### src/rtl/keypad_scan_fifo.sv
// rtl/keypad_scan_fifo.sv - 4x4 keypad row scanner with debounce and a 4-entry key FIFO
module keypad_scan_fifo #(
  parameter int SCAN_DIV     = 50000,
  parameter int DEBOUNCE_CNT = 4
) (
  input  logic       clk,
  input  logic       rst_n,
  input  logic [3:0] col,
  output logic [3:0] row,
  input  logic       pop,
  input  logic       clr,
  output logic [3:0] key_out,
  output logic       pressed,
  output logic [2:0] count,
  output logic       overflow
);

  localparam int DW = $clog2(SCAN_DIV);
  localparam int MW = $clog2(DEBOUNCE_CNT + 1);
  localparam logic [DW-1:0] DIV_LAST = DW'(SCAN_DIV - 1);
  localparam logic [MW-1:0] CNT_LAST = MW'(DEBOUNCE_CNT - 1);

  typedef enum logic [1:0] {SCAN, DEBOUNCE, HOLD} state_t;

  state_t        state, state_nx;
  logic [DW-1:0] div;
  logic [1:0]    ridx, ridx_nx;
  logic [MW-1:0] match, match_nx;
  logic [3:0]    cand, cand_nx;
  logic [3:0]    sync1, sync2;
  logic          tick, any_low, push;
  logic [1:0]    low_col;
  logic [3:0]    code;

  logic [3:0] mem [4];
  logic [1:0] rd_ptr, wr_ptr;
  logic [2:0] cnt;
  logic       ovf;
  logic       do_pop, do_push;

  assign tick    = (div == DIV_LAST);
  assign any_low = ~&sync2;
  assign code    = {ridx, low_col};
  assign row     = ~(4'b0001 << ridx);

  always_ff @(posedge clk or negedge rst_n) begin
    if (!rst_n) begin
      div   <= '0;
      sync1 <= 4'hF;
      sync2 <= 4'hF;
    end else begin
      div   <= tick ? '0 : div + DW'(1);
      sync1 <= col;
      sync2 <= sync1;
    end
  end

  // Lowest-indexed low column wins when several are pressed.
  always_comb begin
    low_col = 2'd0;
    if (!sync2[0])      low_col = 2'd0;
    else if (!sync2[1]) low_col = 2'd1;
    else if (!sync2[2]) low_col = 2'd2;
    else if (!sync2[3]) low_col = 2'd3;
  end

  always_ff @(posedge clk or negedge rst_n) begin
    if (!rst_n) begin
      state <= SCAN;
      ridx  <= 2'd0;
      match <= '0;
      cand  <= 4'd0;
    end else begin
      state <= state_nx;
      ridx  <= ridx_nx;
      match <= match_nx;
      cand  <= cand_nx;
    end
  end

  // match counts accepted press samples in DEBOUNCE and all-high samples in HOLD.
  always_comb begin
    state_nx = state;
    ridx_nx  = ridx;
    match_nx = match;
    cand_nx  = cand;
    push     = 1'b0;
    if (tick) begin
      case (state)
        SCAN: begin
          if (any_low) begin
            cand_nx = code;
            if (DEBOUNCE_CNT == 1) begin
              push     = 1'b1;
              state_nx = HOLD;
              match_nx = '0;
            end else begin
              state_nx = DEBOUNCE;
              match_nx = MW'(1);
            end
          end else begin
            ridx_nx = ridx + 2'd1;
          end
        end
        DEBOUNCE: begin
          if (any_low && (code == cand)) begin
            if (match == CNT_LAST) begin
              push     = 1'b1;
              state_nx = HOLD;
              match_nx = '0;
            end else begin
              match_nx = match + MW'(1);
            end
          end else begin
            state_nx = SCAN;
            ridx_nx  = ridx + 2'd1;
            match_nx = '0;
          end
        end
        HOLD: begin
          if (any_low) begin
            match_nx = '0;
          end else if (match == CNT_LAST) begin
            state_nx = SCAN;
            ridx_nx  = ridx + 2'd1;
            match_nx = '0;
          end else begin
            match_nx = match + MW'(1);
          end
        end
        default: state_nx = SCAN;
      endcase
    end
  end

  // A full FIFO still accepts a push when a pop frees the head in the same clock.
  assign do_pop  = pop && (cnt != 3'd0);
  assign do_push = push && ((cnt != 3'd4) || do_pop);

  always_ff @(posedge clk) begin
    if (do_push && !clr) mem[wr_ptr] <= code;
  end

  always_ff @(posedge clk or negedge rst_n) begin
    if (!rst_n) begin
      rd_ptr <= 2'd0;
      wr_ptr <= 2'd0;
      cnt    <= 3'd0;
      ovf    <= 1'b0;
    end else if (clr) begin
      rd_ptr <= 2'd0;
      wr_ptr <= 2'd0;
      cnt    <= 3'd0;
      ovf    <= 1'b0;
    end else begin
      if (do_pop)  rd_ptr <= rd_ptr + 2'd1;
      if (do_push) wr_ptr <= wr_ptr + 2'd1;
      if (push && !do_push) ovf <= 1'b1;
      case ({do_push, do_pop})
        2'b10:   cnt <= cnt + 3'd1;
        2'b01:   cnt <= cnt - 3'd1;
        default: cnt <= cnt;
      endcase
    end
  end

  assign key_out  = (cnt != 3'd0) ? mem[rd_ptr] : 4'd0;
  assign pressed  = (cnt != 3'd0);
  assign count    = cnt;
  assign overflow = ovf;

endmodule

### config.mk
export PLATFORM = sky130hd
export DESIGN_NAME = keypad_scan_fifo
export DESIGN_NICKNAME = d
export VERILOG_FILES = /design/src/rtl/keypad_scan_fifo.sv
export SDC_FILE = /design/constraint.sdc
export NUM_CORES = 1
export LEC_CHECK = 0
export ABC_CLOCK_PERIOD_IN_PS = 6900
export BUFFER_PORTS_ARGS = -buffer_cell sky130_fd_sc_hd__clkbuf_2
export CORE_AREA = 2 2 95 97
export DETAILED_ROUTE_END_ITERATION = 7
export DIE_AREA = 0 0 97 99
export GPL_TIMING_DRIVEN = 0
export PLACE_DENSITY = 0.49
export SETUP_SLACK_MARGIN = 0.1
export SYNTH_ARGS = -nofsm -noshare
export SYNTH_HDL_FRONTEND = slang
export SYNTH_SLANG_ARGS = --single-unit
### constraint.sdc
create_clock -name clk -period 6.9 [get_ports clk]
set_clock_uncertainty 0.15 [all_clocks]
set_input_delay 1.38 -clock clk [delete_from_list [all_inputs] [get_ports clk]]
set_output_delay 1.38 -clock clk [all_outputs]
set_load 0.05 [all_outputs]
* Yosys cells after proc, flatten, opt, wreduce, memory -nomap -nowiden
Memories as Yosys holds them, arrays and structs flattened.
Index checks and enable logic that the tools add are counted.
W data, S select, Z words.
** Storage, ports and cells
- Flip-flop bits (word level) :: 43
- Bits in writable memories :: 16
- Bits of input ports :: 8
- Output and inout bits :: 13
- Word-level logic and storage cells :: 93
- Memories :: 1
** Memory list
- mem :: words 4, bits a word 4, read ports 1, clocked after memory_dff 0, wr ports 1, line 35 : logic [3:0] mem [4];
** Cells by class
- $add $sub $neg :: 7
- Eq/ne operators :: 14
- Shift operators :: 1
- Multiplexer cells :: 36
- Bitwise gates (word level) :: 2
- Reduce and logical (&&, ||, !) cells :: 21
** Operators by type and width (count)
- $mux W2 :: 17
- $add A16 B1 Y16 const B :: 1
- $eq A16 B16 Y1 const B :: 1
- $mux W16 :: 1
- $mux W3 :: 5
- $pmux W2 S3 :: 2
- $ne A2 B2 Y1 const B :: 5
- $pmux W3 S3 :: 1
- $reduce_bool A3 Y1 :: 3
- $mux W1 :: 8
- $add A2 B1 Y2 const B :: 3
- $add A3 B1 Y3 const B :: 2
- $ne A3 B3 Y1 const B :: 2
- $pmux W3 S2 :: 1
- $reduce_and A3 Y1 :: 2
- $reduce_and A6 Y1 :: 1
- $reduce_bool A2 Y1 :: 3
- $logic_and A1 B1 Y1 :: 5
- $reduce_and A5 Y1 :: 1
- $eq A2 B1 Y1 const B :: 2
- $eq A2 B2 Y1 const B :: 2
- $eq A4 B4 Y1 :: 1
- $mux W4 :: 1
- $not A4 Y4 :: 1
- other kinds (8) :: 10

* Depth between registers and ports, before layout
Gate-level depths: netlist of run 1.
- Depth after elaboration :: 14
- Mapped depth :: 11
- Depth with buffers taken out :: 11

* Least setup slack after synthesis of run 1
No wires, ideal clock.
- Path type :: flip-flop to output port
- Start point :: register cnt[1] (netlist: count[1])
- End point :: output port key_out[0]
- Arrival time :: 1.690 ns
- Data required time :: 5.370 ns
- Path slack :: 3.680 ns
- Cell stages (with the launch flop) :: 3
- Cells stage by stage :: dfrtp_1 > or3_1 > and2_1
** On the way
- Longest elaborated chain between the ends :: 2
** Ends and longest elaborated chain
- from (decl) :: line 37 : logic [2:0] cnt;
- from (signal assigned) :: line 160 : 2'b10: cnt <= cnt + 3'd1;
- from (signal assigned) :: line 161 : 2'b01: cnt <= cnt - 3'd1;
- from (signal assigned) :: line 162 : default: cnt <= cnt;
- $reduce_bool A3 Y1
- net pressed :: line 13 : output logic pressed,
- $mux W4 :: line 167 : assign key_out = (cnt != 3'd0) ? mem[rd_ptr] : 4'd0;
- to (decl) :: line 12 : output logic [3:0] key_out,
The timed path passes the listed nets, and every way through them passes these cells.

* Final worst setup path of run 1
- Start point :: register rd_ptr[0]
- End point :: output port key_out[3]
** On the way
- Longest elaborated chain between the ends :: 2
** Ends and longest elaborated chain
- from (decl) :: line 36 : logic [1:0] rd_ptr, wr_ptr;
- from (signal assigned) :: line 156 : if (do_pop) rd_ptr <= rd_ptr + 2'd1;
- $mem_v2 Z4 W4
- $mux W4 :: line 167
Every way passes these cells.

==> flow_metrics.env, run 1 <==
export IMPL_vias_per_cell=4.73
export IMPL_synth_xor_xnor_area_share_pct=6.09
export IMPL_clkSinkCount=59
export IMPL_die_w_um=97
export IMPL_ios=21
export IMPL_synth_largest_area_cell="dfrtp_1"
export IMPL_wire_per_inst_um=13.5
export IMPL_start_kind="flip-flop"
export IMPL_grt_max_degree=44
export IMPL_rsz0062_at_grt="false"
export IMPL_min_period_ns=3.53
export IMPL_initial_core_util_pct=33.6
export IMPL_n_antenna_cell=0
export IMPL_final_area_um2=3300
export IMPL_grt_total_usage_pct=12.1
export IMPL_synthSimpleGateAreaFrac_pct=18.4
export IMPL_rows=34
export IMPL_core_region_area_um2=8550
export IMPL_p_int_w=0.000502
export IMPL_seq_area_frac_synth_pct=54.5
export IMPL_synthDistinctLibCells=47
export IMPL_relSlewSlack_pct=27.0
export IMPL_dpl_instance_area_um2=3110
export IMPL_cts_buffers=9
export IMPL_vdd_drop_max_mv=0.112
export IMPL_synth_nets=267
export IMPL_grt_pass1_wl_um=8960
export IMPL_nets=298
export IMPL_vias=1837
export IMPL_firstDrtPassIters=4
export IMPL_arrival_ns=2.00
export IMPL_synth_edf_count=16
export IMPL_reg2reg_setup_slack_ns=3.99
export IMPL_hp_class="flip-flop to flip-flop"
export IMPL_seq_power_share_pct=53.9
export IMPL_cts_root_buf="clkbuf_8"
export IMPL_worst_pin_slew_ns=1.10
export IMPL_route_final_wire_length_um=5250
export IMPL_clk_pin_slew_ns=0.08
export IMPL_post_cts_setup_buffer_count=0
export IMPL_status="finished, final reports clean"
export IMPL_dr_first_iter_drc_count=54
export IMPL_synth_seq_cells=59
export IMPL_fmax_mhz=284
export IMPL_finalCritPeriodShare_pct=51.1
export IMPL_synthAdderAreaFrac_pct=6.79
export IMPL_cap_violations=0
export IMPL_synth_compound_area_share_pct=5.61
export IMPL_tns_ns=0
export IMPL_post_cts_resized=0
export IMPL_async_flop_share_pct=72.9
export IMPL_antenna_found_initial=0
export IMPL_p_comb_share_pct=2.5
export IMPL_dp_hpwl_um=3620
export IMPL_clock_tree_buffer_depth=2
export IMPL_syn_inst=244
export IMPL_cp_max_fo=6
export IMPL_routabilityCongestion=0.818
export IMPL_syn_cell_area_um2=2880
export IMPL_yosysTopAreaCellShare_pct=30.4
export IMPL_die_h_um=99
export IMPL_ant_nets=0
export IMPL_cts_tree="built"
export IMPL_portBuffers=20
export IMPL_dieArea_um2=9600
export IMPL_power_share_switching_pct=25.7
export IMPL_drc=0
export IMPL_synth_mux_area_share_pct=5.79
export IMPL_grt_pass1_vias=1835
export IMPL_slew_violations=0
export IMPL_finalSetupViolCount=0
export IMPL_critPathCaptureType="output pin"
export IMPL_crit_required_ns=5.37
export IMPL_leakage_nw=1.41
export IMPL_insertion_delay_ns=0.35
export IMPL_area_delta_synth_final_pct=14.6
export IMPL_drive_above_1_share_pct=20.7
export IMPL_synthFlopType="dfrtp_1"
export IMPL_hold_buffers=0
export IMPL_p_switching_w=0.000174
export IMPL_htreeDepth=3
export IMPL_grt_ovfl_total=0
export IMPL_synth_area_leaders="dfrtp_1, edfxtp_1, dfstp_2"
export IMPL_synth_top_family_by_area="simple AND/OR/NAND/NOR gates"
export IMPL_power_density_nw_per_um2=205
export IMPL_yosys_warnings=0
export IMPL_crit_type="flip-flop to output pin"
export IMPL_clkPwrFrac_pct=43.6
export IMPL_hold_viol_final=0
export IMPL_postSynthAreaPerCell_um2=11.8
==> power by group through the flow <==
stage          registers [W]  clock network, W   logic (W)
5_1_grt             0.000365          0.000318   0.0000195
6_report            0.000364          0.000295   0.0000167
4_1_cts             0.000364          0.000303   0.0000176
3_3_place_gp        0.000371                 0   0.0000173
2_1_floorplan       0.000371                 0  0.00000693
3_5_place_dp        0.000371                 0   0.0000175
==> worst max-delay path: stages, from the launching register on <==
cell and delay, ns:
dfrtp_1 0.32, clkbuf_1 0.38, mux4_2 0.55, and2_1 0.17, clkbuf_2 0.23
==> worst paths after layout <==
check | start | end | cells after the start
min in group asynchronous | rst_n | ridx[0]$_DFFE_PN0P_ | 1
worst min-delay path | sync1[1]$_DFF_PN1_ | sync2[1]$_DFF_PN1_ | 0
worst min register to register | sync1[1]$_DFF_PN1_ | sync2[1]$_DFF_PN1_ | 0
max in group asynchronous | rst_n | match[1]$_DFFE_PN0P_ | 1
worst max register to register | div[7]$_DFF_PN0_ | mem[0][0]$_DFFE_PP_ | 6
worst max-delay path | rd_ptr[0]$_DFFE_PN0P_ | key_out[3] | 4
==> routing by layer <==
| layer | wire length (µm) | GRT usage [%] |
|---|---|---|
| met5 | 0 | 0 |
| met4 | 172 | 7.15 |
| met3 | 235 | 3.83 |
| met2 | 2240 | 17.6 |
| met1 | 2600 | 15.9 |
==> Yosys cell counts (all sizes together) (5+ instances only) <==
master / count
o21ai: 5
inv: 18
a21oi: 8
xnor2: 12
nand3: 8
xor2: 8
dfrtp: 35
nor2: 23
edfxtp: 16
nand4: 5
mux2: 5
ha: 14
dfstp: 8
nand2: 12
and2: 12
nand2b: 5
==> layout by cell type (no fill, tap or decap), drive strengths merged, types with 4 or more instances in the layout <==
master	n
a21oi	8
nor3	4
nor2	23
or3	4
clkbuf	33
dfstp	8
mux4	4
nand2b	5
and2	12
and3	4
ha	14
o21ai	5
nand2	12
nand3	8
inv	20
nand4	5
xnor2	12
dfrtp	35
edfxtp	16
mux2	5
xor2	8
==> through the flow <==
step / cells / total power (W) / utilization [%] / hold WS, ns / worst slack [ns]
finish: 388 / 0.000676 / 38.6 / 0.207 / 3.37
global route: 388 / 0.000702 / 38.6 / 0.210 / 3.22
CTS: 388 / 0.000685 / 38.6 / 0.208 / 3.33
detailed placement: 372 / 0.000389 / 36.4 / 0.197 / 3.72
global placement: 372 / 0.000388 / 36.4 / 0.197 / 3.74
floorplan: 244 / 0.000378 / - / 0.195 / 3.68
==> layout make-up <==
class | instances | area [µm²]
Fill cell | 837 | 5250
Timing Repair Buffer | 20 | 100
Tap cell | 108 | 135
Clock inverter | 7 | 61.3
Clock buffer | 9 | 124
Sequential cell | 59 | 1570
Multi-Input combinational cell | 163 | 1230
Buffer | 4 | 15.0
Inverter | 18 | 67.6
==> state kept, by name (all words and copies together) (netlist names) <==
signal	count
cand	4
count	3
div	16
match	3
mem	16
overflow	1
rd_ptr	2
ridx	2
state	2
sync1	4
sync2	4
wr_ptr	2
==> kinds of logic (layout without fill, tap and decap cells) <==
| family | count (synthesis) | after routing |
|---|---|---|
| compound gates | 25 | 25 |
| xor+xnor | 20 | 20 |
| flops | 59 | 59 |
| mux | 11 | 11 |
| fa+ha+maj | 15 | 15 |
| simple gates | 92 | 92 |
| buf+inv | 22 | 58 |
(Power assumes the default switching activity.)
==> run 2: changes to the inputs <==
- ABC_AREA: not set -> 1
- ABC_CLOCK_PERIOD_IN_PS: 6900 -> 2950
- CORE_AREA: 2 2 95 97 -> 2 2 98 100
- DIE_AREA: 0 0 97 99 -> 0 0 100 102
- PLACE_DENSITY: 0.49 -> 0.5
- clock period: 6.9 -> 2.95 ns (I/O delays scaled with it)
==> run 2 against run 1 <==
- first-iteration DRC count grew 41%
- synthesized cell count rose by 39%
- routed wire length grew 7.2%
- combinational power grew to 26 times the previous value
- final cell count is 25% higher
- hold slack worse by 0.023 ns
- die area grew 6.2%
- area after synthesis up 5.6%
- sequential cell count unchanged
- clock-buffer cell count up 2
- worst setup slack worse by 3.0 ns
- critical endpoint unchanged
- largest cell class unchanged
==> flow_metrics.env, run 2 <==
export IMPL_insertion_delay_ns=0.33
export IMPL_fmax_mhz=392
export IMPL_min_delay_path_depth=1
export IMPL_async_flop_share_pct=72.9
export IMPL_initial_core_util_pct=33.4
export IMPL_antenna_found_initial=0
export IMPL_drive_above_1_share_pct=18.7
export IMPL_clk_pin_slew_ns=0.06
export IMPL_die_w_um=100
export IMPL_synth_compound_area_share_pct=8.15
export IMPL_post_cts_resized=0
export IMPL_grt_total_usage_pct=12.4
export IMPL_vias_per_cell=4.56
export IMPL_start_kind="flip-flop"
export IMPL_ff2ff_path_depth=14
export IMPL_crit_type="flip-flop to output pin"
export IMPL_drc=0
export IMPL_grt_ovfl_total=0
export IMPL_syn_inst=339
export IMPL_n_antenna_cell=0
export IMPL_cp_max_fo=10
export IMPL_core_region_area_um2=9110
export IMPL_synthSimpleGateAreaFrac_pct=25.0
export IMPL_syn_cell_area_um2=3040
export IMPL_postSynthAreaPerCell_um2=8.96
export IMPL_ant_nets=0
export IMPL_route_final_wire_length_um=5620
export IMPL_hold_buffers=0
export IMPL_dieArea_um2=10200
export IMPL_worst_pin_slew_ns=1.12
export IMPL_clock_tree_buffer_depth=2
export IMPL_synth_edf_count=16
export IMPL_slew_violations=0
export IMPL_synth_area_leaders="dfrtp_1, edfxtp_1, nand2_1"
export IMPL_synth_seq_cells=59
export IMPL_yosys_warnings=0
export IMPL_synthDistinctLibCells=38
export IMPL_portBuffers=20
export IMPL_yosysTopAreaCellShare_pct=28.8
export IMPL_routabilityCongestion=0.801
export IMPL_layout_common_cells="nand2_1, inv_1, nor2_1"
export IMPL_grt_pass1_wl_um=9860
export IMPL_synth_nets=362
export IMPL_min_period_ns=2.55
export IMPL_vias=2218
export IMPL_synth_top_family_by_area="simple AND/OR/NAND/NOR gates"
export IMPL_path_common_cell="clkbuf_2"
export IMPL_wire_per_inst_um=11.6
export IMPL_finalSetupViolCount=0
export IMPL_status="finished, final reports clean"
export IMPL_cts_buffers=9
export IMPL_firstDrtPassIters=4
export IMPL_synth_most_common_cell="nand2_1"
export IMPL_synth_common_cells="nand2_1, inv_1, nor2_1"
export IMPL_critPathCaptureType="output pin"
export IMPL_ios=21
export IMPL_synth_xor_xnor_area_share_pct=0.865
export IMPL_relSlewSlack_pct=25.5
export IMPL_grt_max_degree=44
export IMPL_tns_ns=0
export IMPL_seq_area_frac_synth_pct=51.6
export IMPL_total_power_w=0.00213
export IMPL_dr_first_iter_drc_count=76
export IMPL_nets=393
export IMPL_grt_pass1_vias=2255
export IMPL_cp_cell_sequence="clkbuf_1 > inv_1 > clkbuf_2 > o21ai_0 > a21oi_1 > clkbuf_2"
export IMPL_dp_hpwl_um=4070
export IMPL_synthFlopType="dfrtp_1"
export IMPL_hp_class="input pin to flip-flop"
export IMPL_finalCritPeriodShare_pct=86.4
export IMPL_reg_top3="div x16, mem x16"
export IMPL_cap_violations=0
export IMPL_synth_largest_area_cell="dfrtp_1"
export IMPL_fin_util_pct=38.4
export IMPL_synth_mux_area_share_pct=0
export IMPL_cts_tree="built"
export IMPL_synthAdderAreaFrac_pct=6.43
export IMPL_crit_slowest_cell="clkbuf_1"
export IMPL_area_delta_synth_final_pct=15.1
export IMPL_rsz0062_at_grt="false"
export IMPL_vdd_drop_max_mv=0.264
export IMPL_rows=35
export IMPL_num_fill_cells=951
export IMPL_die_h_um=102
export IMPL_power_density_nw_per_um2=609
export IMPL_post_cts_setup_buffer_count=0
export IMPL_crit_required_ns=2.21
export IMPL_hold_viol_final=0
export IMPL_htreeDepth=3
export IMPL_slowest_delay_ns=0.33
export IMPL_arrival_ns=1.81
export IMPL_layout_commonest_cell="nand2_1"
export IMPL_clkSinkCount=59
export IMPL_cts_root_buf="clkbuf_8"
export IMPL_leakage_nw=1.71
==> run 2: changes by cell type after synthesis, moves of 5 or more <==
cell / change
nand2_1: +48
and2_1: -12
mux2_2: -5
inv_1: +37
inv_2: +7
xor2_1: -5
xnor2_1: -12
nand2b_1: -5
nand3_1: +8
o21ai_0: +15
nor2_1: +23
==> run 2: worst max-delay path, delay by kind of cell, from the launching register on <==
kind	cells	cell delay [ns]
compound gates	2	0.30
buf+inv	4	0.86
flops	1	0.32
==> run 2: cell type report <==
type / instances / area, µm² / share of cell area, %
Multi-Input combinational cell: 215 / 1230 / 35.1
Clock inverter: 5 / 77.6 / 2.22
Inverter: 63 / 236 / 6.76
Timing Repair Buffer: 20 / 100 / 2.86
Clock buffer: 11 / 141 / 4.04
Buffer: 2 / 8.76 / 0.250
Sequential cell: 59 / 1570 / 44.8
Tap cell: 111 / 139 / 3.97
==> run 2: through the flow <==
| step | cells | hold WS, ns | setup WS (ns) | cell area (µm²) |
|---|---|---|---|---|
| finish | 486 | 0.184 | 0.400 | 3500 |
| global route | 486 | 0.153 | 0.208 | 3500 |
| CTS | 486 | 0.162 | 0.206 | 3500 |
| detailed placement | 470 | 0.197 | 0.565 | 3280 |
| global placement | 470 | 0.197 | 0.597 | 3280 |
| floorplan | 339 | 0.144 | 0.129 | 3040 |
==> run 2: metal layers <==
metal | vias up | GRT usage (%) | wire, µm
met4 | 0 | 5.90 | 73
met5 | - | 0 | 0
met2 | 25 | 21.5 | 2780
met3 | 7 | 3.97 | 144
li1 | 1150 | - | -
met1 | 1036 | 14.0 | 2630
==> run 2: worst paths after layout <==
check,slack (ns),endpoint,startpoint
max,0.40,key_out[3],rd_ptr[0]$_DFFE_PN0P_
min,0.18,sync1[1]$_DFF_PN1_,col[1]
max reg2reg,0.57,count[2]$_DFFE_PN0P_,sync2[2]$_DFF_PN1_
min reg2reg,0.20,sync2[3]$_DFF_PN1_,sync1[3]$_DFF_PN1_
max in group asynchronous,1.66,cand[0]$_DFFE_PN0P_,rst_n
min in group asynchronous,0.31,ridx[1]$_DFFE_PN0P_,rst_n
==> run 2: logic make-up after synthesis <==
group / Yosys count
AO/OA/AOI/OAI: 44
flip-flops: 59
AND/OR/NAND/NOR: 153
adder cells (fa/ha/maj): 15
XOR/XNOR: 3
buffers and inverters: 65
==> run 2: report_power, final <==
| group | switching (W) | internal, W |
|---|---|---|
| Clock | 0.000315 | 0.000496 |
| Sequential | 0.0000160 | 0.000866 |
| Combinational | 0.000338 | 0.0000978 |
| Total | 0.000669 | 0.00146 |
==> run 3: changes to the inputs <==
- CORE_AREA: 2 2 98 100 -> 2 2 79 81
- DIE_AREA: 0 0 100 102 -> 0 0 81 83
- PLACE_DENSITY: 0.5 -> 0.72
==> run 3 against run 2 <==
- hold slack worse by 0.0055 ns
- maximum frequency is 6.9% lower
- final area fell by 0.46%
- routed wire length down 5.3%
- sequential cell count stayed put
- combinational power barely moved
- register-to-register slack better by 0.02 ns
- total power up 4.4%
- first-iteration DRC count rose by 72%
- non-clock buffer count stayed put
- clock-buffer cell count down 2
- critical path type unchanged
==> flow_metrics.env, run 3 (synthesized netlist as in run 2, its figures left out) <==
export IMPL_p_switching_w=0.000694
export IMPL_area_delta_synth_final_pct=14.6
export IMPL_status="finished, final reports clean"
export IMPL_start_kind="flip-flop"
export IMPL_nets=393
export IMPL_crit_slowest_cell="dfrtp_1"
export IMPL_clock_tree_buffer_depth=2
export IMPL_rows=28
export IMPL_cp_cell_sequence="clkbuf_1 > inv_1 > clkbuf_1 > o21ai_0 > a21oi_1 > clkbuf_2"
export IMPL_clk_pin_slew_ns=0.07
export IMPL_tns_ns=0
export IMPL_cp_max_fo=10
export IMPL_power_share_switching_pct=31.2
export IMPL_worst_pin_slew_ns=1.08
export IMPL_arrival_ns=2.00
export IMPL_vdd_drop_max_mv=0.468
export IMPL_ant_nets=0
export IMPL_grt_pass1_wl_um=9160
export IMPL_timing_final_ws_setup_ns=0.213
export IMPL_portBuffers=20
export IMPL_finalSetupViolCount=0
export IMPL_grt_max_degree=44
export IMPL_ff2ff_path_depth=14
export IMPL_routabilityCongestion=0.804
export IMPL_drive_above_1_share_pct=18.7
export IMPL_cap_violations=0
export IMPL_core_region_area_um2=5820
export IMPL_reg2reg_setup_slack_ns=0.59
export IMPL_wire_per_inst_um=11.8
export IMPL_clkSinkCount=59
export IMPL_total_power_w=0.00222
export IMPL_slew_violations=0
export IMPL_dp_hpwl_um=3770
export IMPL_critical_path_endpoint="key_out[1]"
export IMPL_path_common_cell="clkbuf_1"
export IMPL_layout_common_cells="nand2_1, inv_1, nor2_1"
export IMPL_crit_type="flip-flop to output pin"
export IMPL_crit_required_ns=2.21
export IMPL_cts_buffers=9
export IMPL_whs_ns=0.178
export IMPL_met1_usage_pct=23.6
export IMPL_post_cts_setup_buffer_count=0
export IMPL_cts_tree="built"
export IMPL_vias_per_cell=4.91
export IMPL_grt_total_usage_pct=17.8
export IMPL_die_w_um=81
export IMPL_layout_commonest_cell="nand2_1"
export IMPL_drc=0
export IMPL_fmax_mhz=365
export IMPL_path_depth=6
export IMPL_grt_pass1_vias=2061
export IMPL_hold_buffers=0
export IMPL_antenna_found_initial=0
export IMPL_dieArea_um2=6720
export IMPL_grtUsageMet3_pct=3.26
export IMPL_hold_viol_final=0
export IMPL_hp_class="input pin to flip-flop"
export IMPL_grt_ovfl_total=0
export IMPL_clkPwrFrac_pct=40.6
export IMPL_p_int_w=0.00153
export IMPL_seq_power_share_pct=39.6
export IMPL_power_density_nw_per_um2=639
export IMPL_post_cts_resized=0
export IMPL_insertion_delay_ns=0.33
export IMPL_p_comb_share_pct=19.7
export IMPL_slowest_delay_ns=0.36
export IMPL_reg2reg_to="count[2]$_DFFE_PN0P_"
export IMPL_vias=2208
export IMPL_crit_family="buffers and inverters"
export IMPL_cp_startpoint="rd_ptr[0]$_DFFE_PN0P_"
export IMPL_min_period_ns=2.74
export IMPL_grt_use_met2_pct=27.7
export IMPL_route_final_wire_length_um=5330
export IMPL_leakage_nw=1.72
export IMPL_critPathCaptureType="output pin"
export IMPL_crit_buf_inv=4
export IMPL_dr_first_iter_drc_count=131
export IMPL_firstDrtPassIters=4
export IMPL_rsz0062_at_grt="false"
export IMPL_htreeDepth=3
export IMPL_fin_util_pct=59.9
export IMPL_reg_top3="div x16, mem x16"
export IMPL_r2r_start="sync2[2]$_DFF_PN1_"
export IMPL_n_antenna_cell=0
export IMPL_relSlewSlack_pct=28.2
export IMPL_post_place_ws_ns=0.577
export IMPL_busiest_layer="met2"
export IMPL_ios=21
export IMPL_cts_root_buf="clkbuf_8"
export IMPL_initial_core_util_pct=52.2
export IMPL_die_h_um=83
export IMPL_finalCritPeriodShare_pct=92.8
-- run 3: cell types whose count changed in the layout (fill, tap and decap cells not counted), sizes merged --
cell	delta
bufinv	+1
clkbuf	-2
clkinv	+1
clkinvlp	-1
inv	+1
-- run 3: stage by stage --
stage	cells	instance area, µm²
detailed placement	434	3230
finish	450	3480
floorplan	339	3040
global placement	434	3230
global route	450	3480
CTS	450	3480
-- run 3: worst min path at each step --
stage | to | start | slack, ns | depth (start not counted)
after floorplan | cand[0]$_DFFE_PN0P_ | rst_n | 0.14 | 0
after global placement | sync2[1]$_DFF_PN1_ | sync1[1]$_DFF_PN1_ | 0.20 | 0
after detailed placement | sync2[0]$_DFF_PN1_ | sync1[0]$_DFF_PN1_ | 0.20 | 0
final | sync1[0]$_DFF_PN1_ | col[0] | 0.18 | 1
after global routing | sync1[0]$_DFF_PN1_ | col[0] | 0.16 | 1
after CTS | sync1[0]$_DFF_PN1_ | col[0] | 0.16 | 1
-- run 3: power by group through the flow --
stage | clock [W] | sequential, W | combinational, W
floorplan | 0 | 0.000939 | 0.000294
global placement | 0 | 0.000896 | 0.000431
detailed placement | 0 | 0.000898 | 0.000439
CTS | 0.000921 | 0.000882 | 0.000441
global route | 0.000966 | 0.000883 | 0.000475
finish | 0.000904 | 0.000881 | 0.000438
-- run 3: layer usage --
metal  wire, µm  part of all wire, %
met1       2540                   48
met4        106                  2.0
met5          0                    0
met2       2540                   48
met3        139                  2.6
-- run 3: final cells by class --
cell class	instances	area, µm²
fillers	521	2330
clock inverters	7	125
clock buffers	9	124
flip-flops and latches	59	1570
repair buffers	20	100
multi-input cells	215	1230
plain buffers	2	7.51
inverters	63	236
well taps	75	93.8
